**src/rtl/memory_axil_master_pkg.sv**
```systemverilog
// ---------------------------------------------------------------------------
// memory_axil_master_pkg
// Shared definitions for the load/store unit AXI4-Lite front-end:
//   - load/store type encoding (LS_TYPE_*) carried on i_Load_Store_Type
//   - AXI response codes
//   - small helpers classifying a type and detecting misalignment
// ---------------------------------------------------------------------------
package memory_axil_master_pkg;

    localparam int LS_SEL_WIDTH  = 3;
    localparam int LS_TYPE_WIDTH = LS_SEL_WIDTH + 1;

    localparam logic [LS_TYPE_WIDTH-1:0] LS_TYPE_NONE = 4'h0;
    localparam logic [LS_TYPE_WIDTH-1:0] LS_TYPE_LB   = 4'h1;
    localparam logic [LS_TYPE_WIDTH-1:0] LS_TYPE_LH   = 4'h2;
    localparam logic [LS_TYPE_WIDTH-1:0] LS_TYPE_LW   = 4'h3;
    localparam logic [LS_TYPE_WIDTH-1:0] LS_TYPE_LBU  = 4'h4;
    localparam logic [LS_TYPE_WIDTH-1:0] LS_TYPE_LHU  = 4'h5;
    localparam logic [LS_TYPE_WIDTH-1:0] LS_TYPE_SB   = 4'h6;
    localparam logic [LS_TYPE_WIDTH-1:0] LS_TYPE_SH   = 4'h7;
    localparam logic [LS_TYPE_WIDTH-1:0] LS_TYPE_SW   = 4'h8;

    localparam logic [1:0] AXI_RESP_OKAY   = 2'b00;
    localparam logic [1:0] AXI_RESP_EXOKAY = 2'b01;
    localparam logic [1:0] AXI_RESP_SLVERR = 2'b10;
    localparam logic [1:0] AXI_RESP_DECERR = 2'b11;

    function automatic logic ls_is_load(input logic [LS_TYPE_WIDTH-1:0] t);
        return (t == LS_TYPE_LB) || (t == LS_TYPE_LH) || (t == LS_TYPE_LW) ||
               (t == LS_TYPE_LBU) || (t == LS_TYPE_LHU);
    endfunction

    function automatic logic ls_is_store(input logic [LS_TYPE_WIDTH-1:0] t);
        return (t == LS_TYPE_SB) || (t == LS_TYPE_SH) || (t == LS_TYPE_SW);
    endfunction

    // Halfwords need an even address, words a 4-byte aligned one.
    function automatic logic ls_misaligned(input logic [LS_TYPE_WIDTH-1:0] t,
                                           input logic [1:0]               off);
        logic is_half;
        logic is_word;
        is_half = (t == LS_TYPE_LH) || (t == LS_TYPE_LHU) || (t == LS_TYPE_SH);
        is_word = (t == LS_TYPE_LW) || (t == LS_TYPE_SW);
        return (is_half && off[0]) || (is_word && (off != 2'b00));
    endfunction

endpackage

```
**src/rtl/memory_lane_align.sv**
```systemverilog
// ---------------------------------------------------------------------------
// memory_lane_align
// Combinational byte-lane steering between a 32-bit CPU view and a 32-bit
// AXI data bus.
//   Store side: i_St_Type/i_St_Off/i_St_Data -> o_Wstrb/o_Wdata
//               (sub-word data is replicated across the bus, strobe selects)
//   Load side:  i_Ld_Type/i_Ld_Off/i_Rdata   -> o_Ld_Data
//               (lane shifted down, then sign- or zero-extended)
// ---------------------------------------------------------------------------
module memory_lane_align
    import memory_axil_master_pkg::*;
#(
    parameter int XLEN = 32
) (
    input  logic [LS_TYPE_WIDTH-1:0] i_St_Type,
    input  logic [1:0]               i_St_Off,
    input  logic [XLEN-1:0]          i_St_Data,
    output logic [3:0]               o_Wstrb,
    output logic [XLEN-1:0]          o_Wdata,
    input  logic [LS_TYPE_WIDTH-1:0] i_Ld_Type,
    input  logic [1:0]               i_Ld_Off,
    input  logic [XLEN-1:0]          i_Rdata,
    output logic [XLEN-1:0]          o_Ld_Data
);

    logic [XLEN-1:0] w_shifted;

    assign w_shifted = i_Rdata >> {i_Ld_Off, 3'b000};

    always_comb begin
        o_Wstrb = 4'b0000;
        o_Wdata = i_St_Data;
        case (i_St_Type)
            LS_TYPE_SB: begin
                o_Wstrb = 4'b0001 << i_St_Off;
                o_Wdata = {4{i_St_Data[7:0]}};
            end
            LS_TYPE_SH: begin
                o_Wstrb = 4'b0011 << i_St_Off;
                o_Wdata = {2{i_St_Data[15:0]}};
            end
            LS_TYPE_SW: begin
                o_Wstrb = 4'b1111;
                o_Wdata = i_St_Data;
            end
            default: ;
        endcase
    end

    always_comb begin
        o_Ld_Data = i_Rdata;
        case (i_Ld_Type)
            LS_TYPE_LB:  o_Ld_Data = {{24{w_shifted[7]}}, w_shifted[7:0]};
            LS_TYPE_LBU: o_Ld_Data = {24'h000000, w_shifted[7:0]};
            LS_TYPE_LH:  o_Ld_Data = {{16{w_shifted[15]}}, w_shifted[15:0]};
            LS_TYPE_LHU: o_Ld_Data = {16'h0000, w_shifted[15:0]};
            default: ;
        endcase
    end

endmodule

```
**src/rtl/memory_axil_master.sv**
```systemverilog
// ---------------------------------------------------------------------------
// memory_axil_master
// CPU load/store front-end that turns one memory-stage request into a single
// AXI4-Lite read or write and reports completion back to the CPU.
// Ports:
//   i_Clock, i_Reset_N (sync, active-low)
//   CPU side : i_Request, i_Write_Enable, i_Load_Store_Type, i_Addr, i_Data,
//              o_Data, o_Ready, o_Data_Valid, o_Write_Done, o_Error
//   AXI AR/R : o_axil_araddr, o_axil_arvalid, i_axil_arready,
//              i_axil_rdata, i_axil_rresp, i_axil_rvalid, o_axil_rready
//   AXI AW/W : o_axil_awaddr, o_axil_awvalid, i_axil_awready,
//              o_axil_wdata, o_axil_wstrb, o_axil_wvalid, i_axil_wready
//   AXI B    : i_axil_bresp, i_axil_bvalid, o_axil_bready
// ---------------------------------------------------------------------------
module memory_axil_master
    import memory_axil_master_pkg::*;
#(
    parameter int XLEN       = 32,
    parameter int ADDR_WIDTH = 16
) (
    input  logic                     i_Clock,
    input  logic                     i_Reset_N,
    input  logic                     i_Request,
    input  logic                     i_Write_Enable,
    input  logic [LS_TYPE_WIDTH-1:0] i_Load_Store_Type,
    input  logic [XLEN-1:0]          i_Addr,
    input  logic [XLEN-1:0]          i_Data,
    output logic [XLEN-1:0]          o_Data,
    output logic                     o_Ready,
    output logic                     o_Data_Valid,
    output logic                     o_Write_Done,
    output logic                     o_Error,
    output logic [ADDR_WIDTH-1:0]    o_axil_araddr,
    output logic                     o_axil_arvalid,
    input  logic                     i_axil_arready,
    input  logic [XLEN-1:0]          i_axil_rdata,
    input  logic [1:0]               i_axil_rresp,
    input  logic                     i_axil_rvalid,
    output logic                     o_axil_rready,
    output logic [ADDR_WIDTH-1:0]    o_axil_awaddr,
    output logic                     o_axil_awvalid,
    input  logic                     i_axil_awready,
    output logic [XLEN-1:0]          o_axil_wdata,
    output logic [3:0]               o_axil_wstrb,
    output logic                     o_axil_wvalid,
    input  logic                     i_axil_wready,
    input  logic [1:0]               i_axil_bresp,
    input  logic                     i_axil_bvalid,
    output logic                     o_axil_bready
);

    typedef enum logic [2:0] {
        S_IDLE,
        S_RD_ADDR,
        S_RD_DATA,
        S_WR_REQ,
        S_WR_RESP,
        S_DONE
    } state_t;

    state_t                   r_state;
    logic [LS_TYPE_WIDTH-1:0] r_type;
    logic [1:0]               r_off;
    logic [ADDR_WIDTH-1:0]    r_axaddr;
    logic [XLEN-1:0]          r_data;
    logic [XLEN-1:0]          r_wdata;
    logic [3:0]               r_wstrb;
    logic                     r_arvalid;
    logic                     r_rready;
    logic                     r_awvalid;
    logic                     r_wvalid;
    logic                     r_bready;
    logic                     r_aw_done;
    logic                     r_w_done;
    logic                     r_ready;
    logic                     r_data_valid;
    logic                     r_write_done;
    logic                     r_error;

    logic [3:0]               w_st_wstrb;
    logic [XLEN-1:0]          w_st_wdata;
    logic [XLEN-1:0]          w_ld_data;
    logic                     w_aw_done;
    logic                     w_w_done;
    logic                     w_misaligned;
    logic                     w_unused_bits;

    // Store steering works on the live request so the strobe/data are ready
    // to register on the accept edge; load formatting uses the latched type.
    memory_lane_align #(
        .XLEN(XLEN)
    ) u_lane_align (
        .i_St_Type (i_Load_Store_Type),
        .i_St_Off  (i_Addr[1:0]),
        .i_St_Data (i_Data),
        .o_Wstrb   (w_st_wstrb),
        .o_Wdata   (w_st_wdata),
        .i_Ld_Type (r_type),
        .i_Ld_Off  (r_off),
        .i_Rdata   (i_axil_rdata),
        .o_Ld_Data (w_ld_data)
    );

    assign w_misaligned  = ls_misaligned(i_Load_Store_Type, i_Addr[1:0]);
    // A channel counts as done if it already finished or handshakes now.
    assign w_aw_done     = r_aw_done | (r_awvalid & i_axil_awready);
    assign w_w_done      = r_w_done  | (r_wvalid  & i_axil_wready);
    // Only resp[1] distinguishes error from success; upper address bits are
    // outside the AXI address space.
    assign w_unused_bits = ^{i_Addr[XLEN-1:ADDR_WIDTH], i_axil_rresp[0], i_axil_bresp[0]};

    always_ff @(posedge i_Clock) begin
        if (!i_Reset_N) begin
            r_state      <= S_IDLE;
            r_type       <= LS_TYPE_NONE;
            r_off        <= 2'b00;
            r_axaddr     <= '0;
            r_data       <= '0;
            r_wdata      <= '0;
            r_wstrb      <= 4'b0000;
            r_arvalid    <= 1'b0;
            r_rready     <= 1'b0;
            r_awvalid    <= 1'b0;
            r_wvalid     <= 1'b0;
            r_bready     <= 1'b0;
            r_aw_done    <= 1'b0;
            r_w_done     <= 1'b0;
            r_ready      <= 1'b1;
            r_data_valid <= 1'b0;
            r_write_done <= 1'b0;
            r_error      <= 1'b0;
        end else begin
            case (r_state)
                S_IDLE: begin
                    if (i_Request) begin
                        r_type   <= i_Load_Store_Type;
                        r_off    <= i_Addr[1:0];
                        r_axaddr <= {i_Addr[ADDR_WIDTH-1:2], 2'b00};
                        if (ls_is_load(i_Load_Store_Type)) begin
                            r_ready <= 1'b0;
                            if (w_misaligned) begin
                                r_data       <= '0;
                                r_data_valid <= 1'b1;
                                r_error      <= 1'b1;
                                r_state      <= S_DONE;
                            end else begin
                                r_arvalid <= 1'b1;
                                r_state   <= S_RD_ADDR;
                            end
                        end else if (ls_is_store(i_Load_Store_Type) && i_Write_Enable) begin
                            r_ready <= 1'b0;
                            if (w_misaligned) begin
                                r_write_done <= 1'b1;
                                r_error      <= 1'b1;
                                r_state      <= S_DONE;
                            end else begin
                                r_wdata   <= w_st_wdata;
                                r_wstrb   <= w_st_wstrb;
                                r_awvalid <= 1'b1;
                                r_wvalid  <= 1'b1;
                                r_aw_done <= 1'b0;
                                r_w_done  <= 1'b0;
                                r_state   <= S_WR_REQ;
                            end
                        end
                    end
                end
                S_RD_ADDR: begin
                    if (i_axil_arready) begin
                        r_arvalid <= 1'b0;
                        r_rready  <= 1'b1;
                        r_state   <= S_RD_DATA;
                    end
                end
                S_RD_DATA: begin
                    if (i_axil_rvalid) begin
                        r_rready     <= 1'b0;
                        r_error      <= i_axil_rresp[1];
                        r_data       <= i_axil_rresp[1] ? '0 : w_ld_data;
                        r_data_valid <= 1'b1;
                        r_state      <= S_DONE;
                    end
                end
                S_WR_REQ: begin
                    if (r_awvalid && i_axil_awready) begin
                        r_awvalid <= 1'b0;
                        r_aw_done <= 1'b1;
                    end
                    if (r_wvalid && i_axil_wready) begin
                        r_wvalid <= 1'b0;
                        r_w_done <= 1'b1;
                    end
                    if (w_aw_done && w_w_done) begin
                        r_bready <= 1'b1;
                        r_state  <= S_WR_RESP;
                    end
                end
                S_WR_RESP: begin
                    if (i_axil_bvalid) begin
                        r_bready     <= 1'b0;
                        r_error      <= i_axil_bresp[1];
                        r_write_done <= 1'b1;
                        r_state      <= S_DONE;
                    end
                end
                S_DONE: begin
                    r_data_valid <= 1'b0;
                    r_write_done <= 1'b0;
                    r_error      <= 1'b0;
                    r_ready      <= 1'b1;
                    r_state      <= S_IDLE;
                end
                default: begin
                    r_state <= S_IDLE;
                    r_ready <= 1'b1;
                end
            endcase
        end
    end

    assign o_Data         = r_data;
    assign o_Ready        = r_ready;
    assign o_Data_Valid   = r_data_valid;
    assign o_Write_Done   = r_write_done;
    assign o_Error        = r_error;
    assign o_axil_araddr  = r_axaddr;
    assign o_axil_arvalid = r_arvalid;
    assign o_axil_rready  = r_rready;
    assign o_axil_awaddr  = r_axaddr;
    assign o_axil_awvalid = r_awvalid;
    assign o_axil_wdata   = r_wdata;
    assign o_axil_wstrb   = r_wstrb;
    assign o_axil_wvalid  = r_wvalid;
    assign o_axil_bready  = r_bready;

endmodule

```
**config.mk**
```make
export PLATFORM = sky130hd
export DESIGN_NAME = memory_axil_master
export DESIGN_NICKNAME = d
export VERILOG_FILES = /design/src/rtl/memory_axil_master_pkg.sv /design/src/rtl/memory_lane_align.sv /design/src/rtl/memory_axil_master.sv
export SDC_FILE = /design/constraint.sdc
export NUM_CORES = 1
export LEC_CHECK = 0
export CAP_MARGIN = 20
export CORE_MARGIN = 3
export CORE_UTILIZATION = 43
export DETAILED_ROUTE_END_ITERATION = 16
export PLACE_DENSITY = 0.81
export SETUP_SLACK_MARGIN = 0.5
export SLEW_MARGIN = 10
export SYNTH_ARGS = -nofsm -noshare
export SYNTH_HDL_FRONTEND = slang
export SYNTH_SLANG_ARGS = --single-unit
export TNS_END_PERCENT = 1
```
**constraint.sdc**
```tcl
create_clock -name i_Clock -period 2.2 [get_ports i_Clock]
set_input_delay 0.22 -clock i_Clock [delete_from_list [all_inputs] [get_ports i_Clock]]
set_output_delay 0.22 -clock i_Clock [all_outputs]
set_load 0.1 [all_outputs]
```
# Word level (Yosys, flattened, before mapping)
# Index checks and enable logic that the tools add are counted.
dict set report word_totals {
  register_bits 102
  latch_bits 0
  ram_bits 0
  romBits 0
  in_bits 113
  output_inout_bits 109
  elab_cells 164
  mem_count 0
}
dict set report op_classes {
  add_sub_neg 0
  n_mul 0
  div 0
  order_cmp 0
  n_eq_ne 30
  shift 3
  n_mux 66
  bitwise_logic 7
  n_reduce_logical 40
}
# operator n
set op_table {}
lappend op_table {{32-bit 2-to-1 mux} 5}
lappend op_table {{32-bit case mux with 2 select lines} 2}
lappend op_table {{32-bit case mux with 4 select lines} 1}
lappend op_table {{1-bit 2-to-1 mux} 36}
lappend op_table {{32-bit by 5-bit right shift with 16-bit output} 1}
lappend op_table {{3-bit 2-to-1 mux} 9}
lappend op_table {{5-bit AND reduction} 5}
lappend op_table {{4-bit by 3-bit equality test with 1-bit output (second input constant)} 6}
lappend op_table {{2-bit inequality test (second input constant)} 12}
lappend op_table {{6-bit AND reduction} 4}
lappend op_table {{1-bit case mux with 2 select lines} 8}
lappend op_table {{3-bit case mux with 5 select lines} 1}
lappend op_table {{4-bit by 2-bit equality test with 1-bit output (second input constant)} 3}
lappend op_table {{4-bit case mux with 3 select lines} 1}
lappend op_table {{2-bit nonzero test} 6}
lappend op_table {{1-bit logical OR} 10}
lappend op_table {{3-bit AND reduction} 3}
lappend op_table {{4-bit by 1-bit equality test with 1-bit output (second input constant)} 2}
lappend op_table {{3-bit by 2-bit equality test with 1-bit output (second input constant)} 2}
lappend op_table {{3-bit equality test (second input constant)} 2}
lappend op_table {{1-bit logical AND} 6}
lappend op_table {{1-bit case mux with 3 select lines} 2}
lappend op_table {{3-bit nonzero test} 2}
lappend op_table {{4-bit equality test (second input constant)} 1}
lappend op_table {{other kinds (12)} 16}

# Logic depth before layout (Yosys ltp)
dict set report depth {
  ltp_word 10
  depth_mapped 9
  ltp_nobuf 5
}

# Hierarchy
# From an unflattened synthesis, not the netlist that was laid out.
dict set report hier_totals {
  hier_cells 676
  hier_area_um2 5924.4
}
# module n_inst cells_each area_per_inst_um2 seq_area_each_um2
set modules_own_cells {}
lappend modules_own_cells {memory_axil_master 1 487 4364.2 2042.0}
lappend modules_own_cells {memory_lane_align 1 189 1560.2 0.0}

# Least setup slack after synthesis
# OpenSTA, ideal clock, no wires.
dict set report synth_timing {
  path_kind {register -> register}
  from {register r_awvalid, in the netlist o_axil_awvalid}
  to {register r_state[0]}
  setup_time_ns 0.058
  t_arrival_ns 1.799
  required_ns 2.142
  path_slack_ns 0.343
  stages_incl_launch_ff 6
  path_buffers 0
  synth_period_minus_slack_ns 1.857
  cell_sequence {dfxtp_1 a21oi_1 nor2_1 and3_1 o31a_1 o221a_2}
}
dict set report synth_via {
  elab_chain_len 5
}
# item line
set synth_lines {}
lappend synth_lines {{start: declaration} memory_axil_master.sv:70} ;# logic r_awvalid;
lappend synth_lines {{start signal: assignment} memory_axil_master.sv:123} ;# r_awvalid <= 1'b0;
lappend synth_lines {{start signal: assignment} memory_axil_master.sv:159} ;# r_awvalid <= 1'b1;
lappend synth_lines {{start signal: assignment} memory_axil_master.sv:186} ;# r_awvalid <= 1'b0;
lappend synth_lines {{1-bit bitwise AND} memory_axil_master.sv:106} ;# assign w_aw_done = r_aw_done | (r_awvalid & i_axil_awready);
lappend synth_lines {{1-bit OR} memory_axil_master.sv:106}
lappend synth_lines {{1-bit logical AND} memory_axil_master.sv:193} ;# if (w_aw_done && w_w_done) begin
lappend synth_lines {{2-bit inequality test (no line)} --}
lappend synth_lines {{6-bit AND reduction (no line)} --}
lappend synth_lines {{end signal: assignment} memory_axil_master.sv:114} ;# r_state <= S_IDLE;
lappend synth_lines {{end signal: assignment} memory_axil_master.sv:195} ;# r_state <= S_WR_RESP;
lappend synth_lines {{end signal: assignment} memory_axil_master.sv:203} ;# r_state <= S_DONE;
lappend synth_lines {{end: declaration} memory_axil_master.sv:61} ;# state_t r_state;
# Every way passes these cells.
# A chain may end at the register's enable or synchronous reset.

# Worst setup path after layout
dict set report layout_timing {
  from {register r_state[2]}
  to {register r_wdata[3], in the netlist o_axil_wdata[3]}
}
dict set report layout_via {
  elab_chain_len 2
}
# item line
set layout_lines {}
lappend layout_lines {{start signal: assignment} memory_axil_master.sv:114}
lappend layout_lines {{start signal: assignment} memory_axil_master.sv:145} ;# r_state <= S_DONE;
lappend layout_lines {{start signal: assignment} memory_axil_master.sv:148} ;# r_state <= S_RD_ADDR;
lappend layout_lines {{3-bit zero test} memory_axil_master.sv:133} ;# case (r_state)
lappend layout_lines {{5-bit AND reduction (no line)} --}
lappend layout_lines {{end signal: assignment} memory_axil_master.sv:157} ;# r_wdata <= w_st_wdata;
lappend layout_lines {{end: declaration} memory_axil_master.sv:66} ;# logic [XLEN-1:0] r_wdata;
# Every way passes these cells.

==> impl_summary.log <==
[metrics] cells on worst reg2reg path: 6
[metrics] clock slew at reported path FFs: 0.07 ns
[metrics] number of port buffers: 199
[metrics] # H-tree levels: 3
[metrics] Fmax achieved: 571 MHz
[metrics] Post-Synthesis Cell Area: 5220 sq um
[metrics] Power Density: 999 nW/um^2
[metrics] crit path cell chain: nor4b_4, o211ai_1, or3_4, buf_12, nand2_1, a21boi_0
[metrics] first-pass detailed-route iteration total: 6
[metrics] total number of vias: 5187
[metrics] average routed wire per standard cell: 16.5 microns
[metrics] Starting Density: 44.8%
[metrics] top-level port count: 222
[metrics] total routed wire length on the met1 layer: 6540 microns
[metrics] number of cells produced by synthesis: 603
[metrics] fin cells: 947
[metrics] CP max-delay cell: or3_4
[metrics] sequential standard cell area: 2050 sq um
[metrics] result of the run: finished clean
[metrics] min setup slack post-route: 0.448 ns
[metrics] final critical path time including I/O delays and setup: 1.75 ns
[metrics] design area: 7540 sq um
[metrics] CP startpoint kind: flop
[metrics] EDFF count, synth: 0
[metrics] async set or reset register ratio after synthesis: 0%
[metrics] TritonCTS sink count: 102
[metrics] final slew viol count: 0
[metrics] number of global-route vias before repair: 5025
[metrics] standard-cell rows: 39
[metrics] final antenna-violating net count: 0
[metrics] aggregate routed wire length: 15600 microns
[metrics] commonest register cell after synthesis: dfxtp_1
[metrics] Crit Path Max Fanout: 24
[metrics] HPWL after detailed placement: 11700 microns
[metrics] wire length of the first global-routing pass: 24400 microns
[metrics] last weighted congestion value of the routability-driven placer: 0.926
[metrics] number of placed instances with taps included: 927
[metrics] placeable core region: 11700 sq um
[metrics] pre-CTS worst setup slack: -0.148 ns
[metrics] height of the chip: 116 microns
[metrics] clock tree from TritonCTS: done
[metrics] crit share post-route: 79.6%
[metrics] clock insertion delay at the later pin of the skew report: 0.35 ns
[metrics] Synthesis Warnings: 0
[metrics] GRT Residual Overflow: 0
[metrics] Final #Nets: 911
[metrics] area used by multi-input combinational logic: 2870 sq um
[metrics] layout cells sized above 1: 24.8%
[metrics] hold slack final: 0.247 ns
[metrics] drc violations: 0
[metrics] static leakage: 3.16 nW
[metrics] area delta synth->final: 44.3%
[metrics] total length of routed met3 wires: 1140 microns
[metrics] count of maximum capacitance violations: 0
[metrics] Syn Area/Cell: 8.66 sq um
[metrics] register bit count reported by yosys: 102
[metrics] via density per instance: 5.48
[metrics] required arrival time at the worst endpoint: 2.42 ns
[metrics] CP peak stage delay: 0.39 ns
[metrics] Worst Hold Path Cells: 2
[metrics] sequential fraction of the synthesis area: 39.1%
[metrics] area of the die: 13500 sq um
[metrics] synth unique cells: 58
[metrics] number of buffers added by the clock tree synthesis step: 9
[metrics] Crit path arrival time: 1.97 ns
[metrics] path category of the worst min-delay check: in -> reg
[metrics] actual slew at the worst max-slew pin: 0.549 ns
[metrics] classification of the worst setup path: reg -> reg
[metrics] placement-stage cell area: 7150 sq um
[metrics] unrepaired setup endpoints after global routing: true
[metrics] antenna violations before repair: 1
[metrics] met2 WL: 7650 microns
[metrics] all-layer global routing usage: 22.6%
[metrics] final hold violation count: 0
[metrics] final number of setup-violating endpoints: 0
[metrics] clk_skew: 0.00976 ns
[metrics] number of DRC violations after detailed-routing iteration 0: 318
[metrics] horizontal die dimension: 116 microns
[metrics] maximum resistive drop on vdd: 477 uV
[metrics] fill cell count: 952
[metrics] worst slew margin relative to its limit: 63.4%
[metrics] top routing layer in use: met4
[metrics] deepest clock path buffer count: 2
[metrics] Worst setup EP type: flop
[metrics] library cell used as clock root buffer: clkbuf_16
[metrics] maximum number of pins on one net before global-route repair: 61
==> routing by layer <==
layer  vias up  GRT usage (%)
met5         -              0
met4         0           7.73
li1       2532              -
met2       199           38.5
met3        27           6.74
met1      2429           27.2
==> cell families (layout without fill, tap and decap cells) <==
logic type,count (synthesis),after routing,share of synthesized area (%)
AOI/OAI and AO/OA,195,195,29.1
buffers and inverters,70,267,7.54
DFF,102,102,39.1
muxes,36,36,6.90
other,1,5,0.0718
and+or+nand+nor,199,199,17.3
==> final timing paths <==
| path | start | endpoint | slack [ns] |
|---|---|---|---|
| max | r_state[2] | o_axil_wdata[3] | 0.45 |
| min | i_Reset_N | r_type[3] | 0.25 |
| max reg2reg | r_state[2] | o_axil_wdata[3] | 0.45 |
| min reg2reg | o_axil_wdata[13] | o_axil_wdata[13] | 0.45 |
==> cell usage in the layout, fill, tap and decap left out, types with 4 or more instances in the layout <==
cell,n
dfxtp_1,97
o2bb2ai_2,11
nand3b_1,4
a21boi_1,21
buf_12,4
dlygate4sd2_1,5
o21ai_0,32
dfxtp_2,5
clkdlybuf4s50_1,88
clkbuf_16,9
a21boi_0,33
conb_1,4
nor2_1,31
nor2b_1,8
o2bb2ai_1,21
o211ai_1,19
a21oi_1,9
a22oi_1,7
o211a_1,13
buf_4,144
a31oi_1,4
mux2i_1,35
nand3_1,5
inv_1,6
nand2_1,124
==> Yosys cell counts, drive strengths merged, types with 2 or more instances <==
library cell / n / share of area [%]
buf: 42 / 5.5
o21ai: 33 / 3.2
o21a: 2 / 0.29
inv: 6 / 0.43
a21o: 2 / 0.29
a21boi: 54 / 7.8
nor4: 4 / 0.77
a22oi: 7 / 1.0
a21oi: 12 / 1.3
nor2b: 9 / 1.1
a211oi: 3 / 0.53
o2bb2ai: 32 / 6.7
or3: 2 / 0.24
a221oi: 3 / 0.50
a31oi: 4 / 0.48
clkbuf: 22 / 1.6
a211o: 2 / 0.34
nor4b: 2 / 0.62
nand3: 5 / 0.48
o211ai: 19 / 2.7
nand2: 124 / 8.9
mux2i: 36 / 6.9
or3b: 2 / 0.34
dfxtp: 102 / 39
nor2: 31 / 2.2
o211a: 13 / 2.5
nor3: 5 / 0.48
nand3b: 4 / 0.57
and3: 3 / 0.36
==> report_power, final <==
group          internal [mW]  switching [mW]
Clock                  0.916           0.688
Combinational           1.11            2.58
Sequential              2.05           0.187
==> critical path: cells and delay by family (launching register included) <==
kind	cells	cell delay, ns
AND/OR/NAND/NOR	3	0.84
flip-flops	1	0.34
AO/OA/AOI/OAI	2	0.28
buffers and inverters	1	0.17
==> state kept, by name, summed over array words and instances, names as in the netlist, 2 cells and up <==
signal and cells:
r_state 3, r_off 2, o_axil_wstrb 4, o_axil_araddr 14
o_axil_wdata 32, r_type 4, o_Data 32
==> what timing repair did <==
item | in CTS | in global routing
pin swaps | 2 | 0
setup endpoints to repair | 79 | 75
hold buffers | 0 | 0
buffers inserted | 3 | 0
gates resized for setup | 17 | 6
==> through the flow <==
step,total power [mW],utilization [%],TNS [ns]
3_3_place_gp,5.77,61.3,-2.31
4_1_cts,7.52,64.4,0
2_1_floorplan,4.96,-,0
5_1_grt,7.90,64.6,0
6_report,7.53,64.6,0
3_5_place_dp,5.84,61.3,-3.37
==> cell type report <==
type | instances | area share [%]
Multi-Input combinational cell | 434 | 38.0
Timing Repair Buffer | 245 | 28.2
Sequential cell | 102 | 27.2
Clock buffer | 13 | 3.32
Tap cell | 143 | 2.37
Clock inverter | 3 | 0.581
Inverter | 6 | 0.299
Antenna cell | 1 | 0.0332
Power figures use the tool's default switching activity.
